[config.mk]
export PLATFORM = sky130hd
export DESIGN_NAME = uart_ram_loader
export DESIGN_NICKNAME = d
export VERILOG_FILES = /design/src/rtl/cpu_pkg.sv /design/src/rtl/uart_ram_loader_uart_rx.sv /design/src/rtl/uart_ram_loader.sv
export SDC_FILE = /design/constraint.sdc
export NUM_CORES = 1
export LEC_CHECK = 0
export CAP_MARGIN = 0
export CORE_MARGIN = 2
export CORE_UTILIZATION = 60
export CTS_CLUSTER_SIZE = 30
export DETAILED_ROUTE_END_ITERATION = 10
export PLACE_DENSITY = 0.88
export SLEW_MARGIN = 20
export SYNTH_ARGS = -nofsm -noshare
export SYNTH_HDL_FRONTEND = slang
export SYNTH_HIERARCHICAL = 1
export SYNTH_SLANG_ARGS = --single-unit
[constraint.sdc]
create_clock -name clk -period 2.78 [get_ports clk]
set_clock_uncertainty 0.2 [all_clocks]
set_input_delay 0.556 -clock clk [delete_from_list [all_inputs] [get_ports clk]]
set_output_delay 0.556 -clock clk [all_outputs]
set_load 0.01 [all_outputs]
[src/rtl/cpu_pkg.sv]
// Shared types and constants for the CPU board: loader FSM states and RAM geometry.
package cpu_pkg;

    typedef enum logic [1:0] {IDLE, DATA, CHECK} loader_state_t;
    typedef enum logic [1:0] {RX_IDLE, RX_START, RX_BITS, RX_STOP} rx_state_t;

    localparam logic [7:0] LOADER_SYNC_BYTE = 8'h55;
    localparam int         RAM_DEPTH        = 16;
    localparam int         RAM_ADDR_WIDTH   = 4;

endpackage

[src/rtl/uart_ram_loader_uart_rx.sv]
// 8N1 UART receiver: mid-bit sampling with start-glitch rejection, one-cycle result pulses.
module uart_rx
    import cpu_pkg::*;
#(
    parameter int CLKS_PER_BIT = 234
) (
    input  logic       clk,
    input  logic       rst,
    input  logic       rx_sync,
    output logic       byte_valid,
    output logic [7:0] byte_data,
    output logic       frame_err
);

    localparam int CW = $clog2(CLKS_PER_BIT);
    localparam logic [CW-1:0] HALF_LAST = CW'(CLKS_PER_BIT / 2 - 1);
    localparam logic [CW-1:0] FULL_LAST = CW'(CLKS_PER_BIT - 1);

    rx_state_t     state_reg;
    logic [CW-1:0] cnt_reg;
    logic [2:0]    bit_idx_reg;
    logic [7:0]    shift_reg;
    logic          rx_prev_reg;

    always_ff @(posedge clk) begin
        if (rst) begin
            state_reg   <= RX_IDLE;
            cnt_reg     <= '0;
            bit_idx_reg <= '0;
            shift_reg   <= '0;
            rx_prev_reg <= 1'b1;
            byte_valid  <= 1'b0;
            byte_data   <= '0;
            frame_err   <= 1'b0;
        end else begin
            rx_prev_reg <= rx_sync;
            byte_valid  <= 1'b0;
            frame_err   <= 1'b0;
            case (state_reg)
                RX_IDLE: begin
                    if (rx_prev_reg && !rx_sync) begin
                        state_reg <= RX_START;
                        cnt_reg   <= '0;
                    end
                end
                RX_START: begin
                    if (cnt_reg == HALF_LAST) begin
                        cnt_reg     <= '0;
                        bit_idx_reg <= '0;
                        // Line back high at mid start bit means it was only a glitch
                        state_reg   <= rx_sync ? RX_IDLE : RX_BITS;
                    end else begin
                        cnt_reg <= cnt_reg + 1'b1;
                    end
                end
                RX_BITS: begin
                    if (cnt_reg == FULL_LAST) begin
                        cnt_reg   <= '0;
                        shift_reg <= {rx_sync, shift_reg[7:1]};
                        if (bit_idx_reg == 3'd7) state_reg <= RX_STOP;
                        else bit_idx_reg <= bit_idx_reg + 1'b1;
                    end else begin
                        cnt_reg <= cnt_reg + 1'b1;
                    end
                end
                RX_STOP: begin
                    if (cnt_reg == FULL_LAST) begin
                        cnt_reg   <= '0;
                        state_reg <= RX_IDLE;
                        if (rx_sync) begin
                            byte_valid <= 1'b1;
                            byte_data  <= shift_reg;
                        end else begin
                            frame_err <= 1'b1;
                        end
                    end else begin
                        cnt_reg <= cnt_reg + 1'b1;
                    end
                end
                default: state_reg <= RX_IDLE;
            endcase
        end
    end

endmodule

[src/rtl/uart_ram_loader.sv]
// Loads a sync-framed, checksummed program image from UART into the CPU RAM write port,
// holding the CPU in reset while a frame is in flight.
module uart_ram_loader
    import cpu_pkg::*;
#(
    parameter int          CLKS_PER_BIT   = 234,
    parameter int          DEPTH          = RAM_DEPTH,
    parameter int          ADDR_WIDTH     = RAM_ADDR_WIDTH,
    parameter logic [7:0]  SYNC_BYTE      = LOADER_SYNC_BYTE,
    parameter int          TIMEOUT_CYCLES = 2_700_000
) (
    input  logic                  clk,
    input  logic                  rst,
    input  logic                  rx,
    output logic                  wr_en,
    output logic [ADDR_WIDTH-1:0] wr_addr,
    output logic [7:0]            wr_data,
    output logic                  cpu_hold,
    output logic                  done,
    output logic                  err,
    output logic [ADDR_WIDTH:0]   byte_count
);

    localparam int TW = $clog2(TIMEOUT_CYCLES + 1);
    localparam logic [ADDR_WIDTH:0] LAST_COUNT   = (ADDR_WIDTH + 1)'(DEPTH - 1);
    localparam logic [TW-1:0]       TIMEOUT_LAST = TW'(TIMEOUT_CYCLES - 1);

    logic          rx_meta_reg, rx_sync_reg;
    logic          byte_valid, frame_err;
    logic [7:0]    byte_data;
    loader_state_t state_reg;
    logic [7:0]    checksum_reg;
    logic [TW-1:0] idle_cnt_reg;

    always_ff @(posedge clk) begin
        if (rst) begin
            rx_meta_reg <= 1'b1;
            rx_sync_reg <= 1'b1;
        end else begin
            rx_meta_reg <= rx;
            rx_sync_reg <= rx_meta_reg;
        end
    end

    uart_rx #(.CLKS_PER_BIT(CLKS_PER_BIT)) u_uart_rx (
        .clk        (clk),
        .rst        (rst),
        .rx_sync    (rx_sync_reg),
        .byte_valid (byte_valid),
        .byte_data  (byte_data),
        .frame_err  (frame_err)
    );

    always_ff @(posedge clk) begin
        if (rst) begin
            state_reg    <= IDLE;
            wr_en        <= 1'b0;
            wr_addr      <= '0;
            wr_data      <= '0;
            cpu_hold     <= 1'b0;
            done         <= 1'b0;
            err          <= 1'b0;
            byte_count   <= '0;
            checksum_reg <= '0;
            idle_cnt_reg <= '0;
        end else begin
            wr_en <= 1'b0;
            case (state_reg)
                IDLE: begin
                    idle_cnt_reg <= '0;
                    if (byte_valid && byte_data == SYNC_BYTE) begin
                        state_reg    <= DATA;
                        cpu_hold     <= 1'b1;
                        done         <= 1'b0;
                        err          <= 1'b0;
                        byte_count   <= '0;
                        checksum_reg <= '0;
                        wr_addr      <= '0;
                    end
                end
                DATA, CHECK: begin
                    if (frame_err) begin
                        err       <= 1'b1;
                        cpu_hold  <= 1'b0;
                        state_reg <= IDLE;
                    end else if (byte_valid) begin
                        idle_cnt_reg <= '0;
                        if (state_reg == DATA) begin
                            wr_en        <= 1'b1;
                            wr_data      <= byte_data;
                            wr_addr      <= byte_count[ADDR_WIDTH-1:0];
                            byte_count   <= byte_count + 1'b1;
                            checksum_reg <= checksum_reg + byte_data;
                            if (byte_count == LAST_COUNT) state_reg <= CHECK;
                        end else begin
                            // Trailing byte is the mod-256 sum of the image
                            if (byte_data == checksum_reg) done <= 1'b1;
                            else err <= 1'b1;
                            cpu_hold  <= 1'b0;
                            state_reg <= IDLE;
                        end
                    end else if (idle_cnt_reg == TIMEOUT_LAST) begin
                        err       <= 1'b1;
                        cpu_hold  <= 1'b0;
                        state_reg <= IDLE;
                    end else begin
                        idle_cnt_reg <= idle_cnt_reg + 1'b1;
                    end
                end
                default: state_reg <= IDLE;
            endcase
        end
    end

endmodule

==> impl_metrics.json, run 1 <==
{
  "clockBufferDepth": 2,
  "antenna_found_initial": 0,
  "setup_slack_ns": 0.225,
  "ys_ff_latch": 87,
  "yosysSeqAreaShare_pct": 39.7,
  "holdPathStages": 1,
  "wl_per_cell_um": 14.9,
  "irDropWorstVdd_uv": 251,
  "clockRootBuffer": "clkbuf_8",
  "final_antenna_net_count": 0,
  "tritoncts": "built",
  "final-hold-violation-count": 0,
  "grt_max_degree": 44,
  "crit_required_ns": 2.87,
  "largest_reg_flops": 22,
  "grt_pass1_vias": 3480,
  "final_util_pct": 67.9,
  "synthArstFlopShare_pct": 0,
  "dp_hpwl_um": 6480,
  "avgSynthCellArea_um2": 8.79,
  "n_antenna_cell": 0,
  "ys.flop_type": "dfxtp_1",
  "layout_common_cells": "87 x dfxtp_1, 64 x nor2_1, 47 x a21oi_1",
  "synth_top_area_share_pct": 39.7,
  "drc": 0,
  "critPathLaunchType": "register",
  "cts_hold_buf": 0,
  "die_h_um": 89.5,
  "numPortBuffers": 23,
  "yosysWarnings": 6,
  "drv_slew": 0,
  "finalNonFillerCells": 621,
  "syn_area_um2": 4380,
  "grt_pass1_wl_um": 15600,
  "insertion_delay_ns": 0.36,
  "viasPerCell": 6.05,
  "yosysUniqueCellTypes": 78,
  "dpl_cell_area_um2": 4660,
  "tns_ns": 0,
  "hp-class": "reg -> reg",
  "place_ws_ns": 0.152,
  "finalSetupViolCount": 0,
  "num_rows": 31,
  "initial_core_util_pct": 61.1,
  "fin_crit_sh_pct": 91.9,
  "finalCriticalPeriod_ns": 2.55,
  "syn_to_final_growth_pct": 11.1,
  "mostFrequentLayoutCell": "dfxtp_1",
  "path_class": "reg -> reg",
  "grt_setup_unrepaired": "no",
  "postCtsSetupBuffers": 0,
  "gp_congestion": 0.899,
  "drive_gt1_share_pct": 8.81,
  "htree_levels": 3,
  "status": "completed",
  "grtUsageTotal_pct": 24.6,
  "powerDensity_nw_per_um2": 491,
  "synth_fp_nets": 521,
  "overflow": 0,
  "core_area_um2": 7180,
  "reg2regPathDepth": 8,
  "synth_top_area_cell": "dfxtp_1",
  "clkSinkCount": 87,
  "power_mw": 2.39,
  "endpoint_kind": "register",
  "die-area_um2": 8010,
  "drtIter0Drc": 263,
  "p_leak_nw": 1.78,
  "cp.arrival_ns": 2.65,
  "cts_buffers": 9,
  "totalWireLength_um": 9240,
  "cap_violations": 0,
  "slew_headroom_pct": 55.3,
  "vias": 3756,
  "worst_slew_pin_slew_ns": 0.669,
  "ios": 24,
  "synth_edf_count": 0,
  "place_inst": 605,
  "final_net_count": 539,
  "netlist_instances": 499,
  "die_w_um": 89.5,
  "fmax_mhz": 391,
  "postLayoutCellArea_um2": 4870,
  "first_pass_iters": 5,
  "ys_top_cells_by_area": "dfxtp_1 40%, nor2_1 5.5%, a21oi_1 5.4%",
  "hold_ws_ns": 0.223,
  "clkSlewWorstSetupHoldPaths_ns": 0.09,
  "crit_fanout": 10
}
[worst max-delay path, stage by stage (launching register included)]
cell	delay (ns)
dfxtp_1	0.38
inv_1	0.08
ha_1	0.44
nand2b_1	0.14
nor2_2	0.32
nand2_1	0.22
or2_1	0.31
or3_1	0.32
o21ai_1	0.08
[what timing repair did]
item / in CTS / in global routing
setup endpoints to repair: 0 / 1
gates resized for setup: 0 / 1
endpoints found under the hold margin: 0 / 0
[where the power goes]
part | switching [mW] | internal (mW) | total [mW]
logic | 0.140 | 0.0728 | 0.212
registers | 0.0138 | 1.26 | 1.27
clock network | 0.479 | 0.425 | 0.904
[path summary, 6_finish.rpt]
kind,start,endpoint,slack [ns]
setup / recovery,state_reg[0],idle_cnt_reg[16],0.23
hold / removal,rx_meta_reg,rx_sync_reg,0.22
setup reg to reg,state_reg[0],idle_cnt_reg[16],0.23
hold reg to reg,rx_meta_reg,rx_sync_reg,0.22
[synthesized netlist by cell type, types with 3 or more instances]
master and n:
a21o_1 6, a21oi_1 47, a22oi_1 10, a31oi_1 7
a41oi_1 4, and2_1 7, and3_1 3, buf_2 7
buf_6 3, clkbuf_1 10, dfxtp_1 87, ha_1 18
inv_1 15, mux2i_1 16, nand2_1 41, nand2b_1 6
nand3_1 15, nand3b_1 5, nand4_1 5, nand4b_1 4
nor2_1 64, nor2b_1 7, nor3_1 11, nor4_1 6
o21a_1 4, o21ai_0 9, o21ai_1 3, o22ai_1 7
o31ai_1 6, or2_2 3, xnor2_1 4, xor2_1 4
[final cells by class]
| cell class | instances | area, um^2 |
|---|---|---|
| clock buffers | 9 | 124 |
| repair buffers | 28 | 263 |
| multi-input cells | 375 | 2480 |
| clock inverters | 7 | 77.6 |
| flip-flops and latches | 87 | 1740 |
| well taps | 99 | 124 |
| fillers | 552 | 2310 |
| inverters | 16 | 60.1 |
[cells by family (layout without fill, tap and decap cells)]
logic type,after synthesis,after routing,share of synthesized area (%)
compound gates,125,125,18.5
xor+xnor,8,8,1.60
fa+ha+maj,19,19,5.59
buf+inv,37,60,3.88
flops,87,87,39.7
mux,17,17,3.91
simple gates,206,206,26.8
[metal layers]
layer | routed length (um) | vias up | global-route usage (%)
met2 | 4610 | 130 | 42.7
met3 | 495 | 23 | 4.99
li1 | - | 1853 | -
met5 | 0 | - | 0
met4 | 223 | 0 | 10.0
met1 | 3910 | 1750 | 29.7
(Power assumes the default switching activity.)
==> inputs of run 2 (changes only) <==
--- a/config.mk
+++ b/config.mk
@@ -10,7 +10,7 @@
 export CORE_UTILIZATION = 60
 export CTS_CLUSTER_SIZE = 30
 export DETAILED_ROUTE_END_ITERATION = 10
-export PLACE_DENSITY = 0.88
+export PLACE_DENSITY_LB_ADDON = 0.12
 export SLEW_MARGIN = 20
 export SYNTH_ARGS = -nofsm -noshare
 export SYNTH_HDL_FRONTEND = slang
==> impl_metrics.json, run 2 (synthesis results as in run 1) <==
{
  "grt_setup_unrepaired": "no",
  "cp.arrival_ns": 2.61,
  "ios": 24,
  "irDropWorstVdd_uv": 330,
  "totalWireLength_um": 9250,
  "layout_common_cells": "87 x dfxtp_1, 64 x nor2_1, 47 x a21oi_1",
  "clockBufferDepth": 2,
  "initial_core_util_pct": 61.1,
  "crit_fanout": 10,
  "endpoint_kind": "register",
  "cts_buffers": 9,
  "mostFrequentLayoutCell": "dfxtp_1",
  "first_pass_iters": 5,
  "insertion_delay_ns": 0.36,
  "clockRootBuffer": "clkbuf_8",
  "hold_ws_ns": 0.226,
  "crit_required_ns": 2.89,
  "die_h_um": 89.5,
  "overflow": 0,
  "drive_gt1_share_pct": 9.33,
  "num_rows": 31,
  "die-area_um2": 8010,
  "finalSetupViolCount": 0,
  "antenna_found_initial": 0,
  "critPathMaxStageDelay_ns": 0.43,
  "grtUsageTotal_pct": 24.0,
  "grt_pass1_vias": 3286,
  "path_buf_inv": 1,
  "hp-class": "reg -> reg",
  "final_antenna_net_count": 0,
  "fmax_mhz": 399,
  "crit_family": "simple AND/OR/NAND/NOR gates",
  "slew_headroom_pct": 57.9,
  "dp_hpwl_um": 6470,
  "tritoncts": "built",
  "wl_per_cell_um": 14.8,
  "cap_violations": 0,
  "n_antenna_cell": 0,
  "die_w_um": 89.5,
  "vias": 3673,
  "path_class": "reg -> reg",
  "fin_crit_sh_pct": 90.1,
  "finalCriticalPeriod_ns": 2.50,
  "core_area_um2": 7180,
  "final_util_pct": 68.1,
  "critPathLaunchType": "register",
  "clkSinkCount": 87,
  "postLayoutCellArea_um2": 4890,
  "viasPerCell": 5.89,
  "worst_slew_pin_slew_ns": 0.630,
  "numPortBuffers": 23,
  "final-hold-violation-count": 0,
  "drc": 0,
  "drv_slew": 0,
  "drtIter0Drc": 174,
  "p_leak_nw": 1.79,
  "final_net_count": 542,
  "syn_to_final_growth_pct": 11.5,
  "slowest_stage": "ha_1",
  "dpl_cell_area_um2": 4680,
  "grt_pass1_wl_um": 15100,
  "clkSlewWorstSetupHoldPaths_ns": 0.10,
  "status": "completed",
  "grt_max_degree": 44,
  "htree_levels": 3,
  "powerDensity_nw_per_um2": 484,
  "tns_ns": 0,
  "gp_congestion": 0.938,
  "worstPathCellList": "inv_1 > ha_1 > nand2b_1 > nor2_2 > nand2_1 > or2_1 > or3_1 > o21ai_1",
  "largest_reg_flops": 22
}
-- run 2: cell types whose count changed in the layout (fill, tap and decap cells not counted) --
cell / before / now
clkinv_4: 1 / 0
inv_6: 3 / 2
inv_8: 0 / 3
bufinv_16: 1 / 0
buf_4: 5 / 8
clkinv_8: 0 / 1
clkinv_2: 1 / 0
-- run 2: path summary, 6_finish.rpt --
path | cells after the start | slack [ns] | from | end
hold / removal | 1 | 0.23 | rx_meta_reg | rx_sync_reg
hold reg to reg | 1 | 0.23 | rx_meta_reg | rx_sync_reg
setup reg to reg | 8 | 0.28 | state_reg[0] | idle_cnt_reg[16]
setup / recovery | 8 | 0.28 | state_reg[0] | idle_cnt_reg[16]
-- run 2: worst reg2reg max path: stages, from the launching register on --
cell      delay [ns]
dfxtp_1         0.38
inv_1           0.08
ha_1            0.43
nand2b_1        0.14
nor2_2          0.33
nand2_1         0.20
or2_1           0.31
or3_1           0.32
o21ai_1         0.07
-- run 2: repair_timing --
item                       4_1_cts  5_1_grt
buffers inserted                 0        0
setup endpoints to repair        0        1
gates resized for setup          0        1
hold buffers                     0        0
-- run 2: per-layer routing --
| metal | GRT usage, % | wire length, um |
|---|---|---|
| met2 | 40.0 | 4580 |
| met4 | 9.50 | 123 |
| met5 | 0 | 0 |
| met3 | 4.06 | 320 |
| met1 | 31.1 | 4220 |
-- run 2: per-stage QoR --
| step | setup WS, ns | power [mW] | instances |
|---|---|---|---|
| global placement | 0.242 | 1.51 | 608 |
| finish | 0.276 | 2.37 | 624 |
| detailed placement | 0.179 | 1.52 | 608 |
| global route | 0.109 | 2.47 | 624 |
| CTS | 0.161 | 2.39 | 624 |
| floorplan | 0.647 | 1.45 | 499 |
-- run 2: where the power goes --
part           leakage [nW]  internal, mW  switching (mW)  total, mW
sequential            0.702          1.26          0.0141       1.27
clock                0.0990         0.357           0.519      0.876
combinational         0.989        0.0754           0.141      0.216
total                  1.79          1.69           0.674       2.37
-- run 2: area by class of cell --
type,instances,area (um^2)
multi-input cells,375,2480
fillers,600,2290
flip-flops and latches,87,1740
repair buffers,31,285
clock buffers,9,124
well taps,99,124
clock inverters,7,75.1
inverters,16,60.1
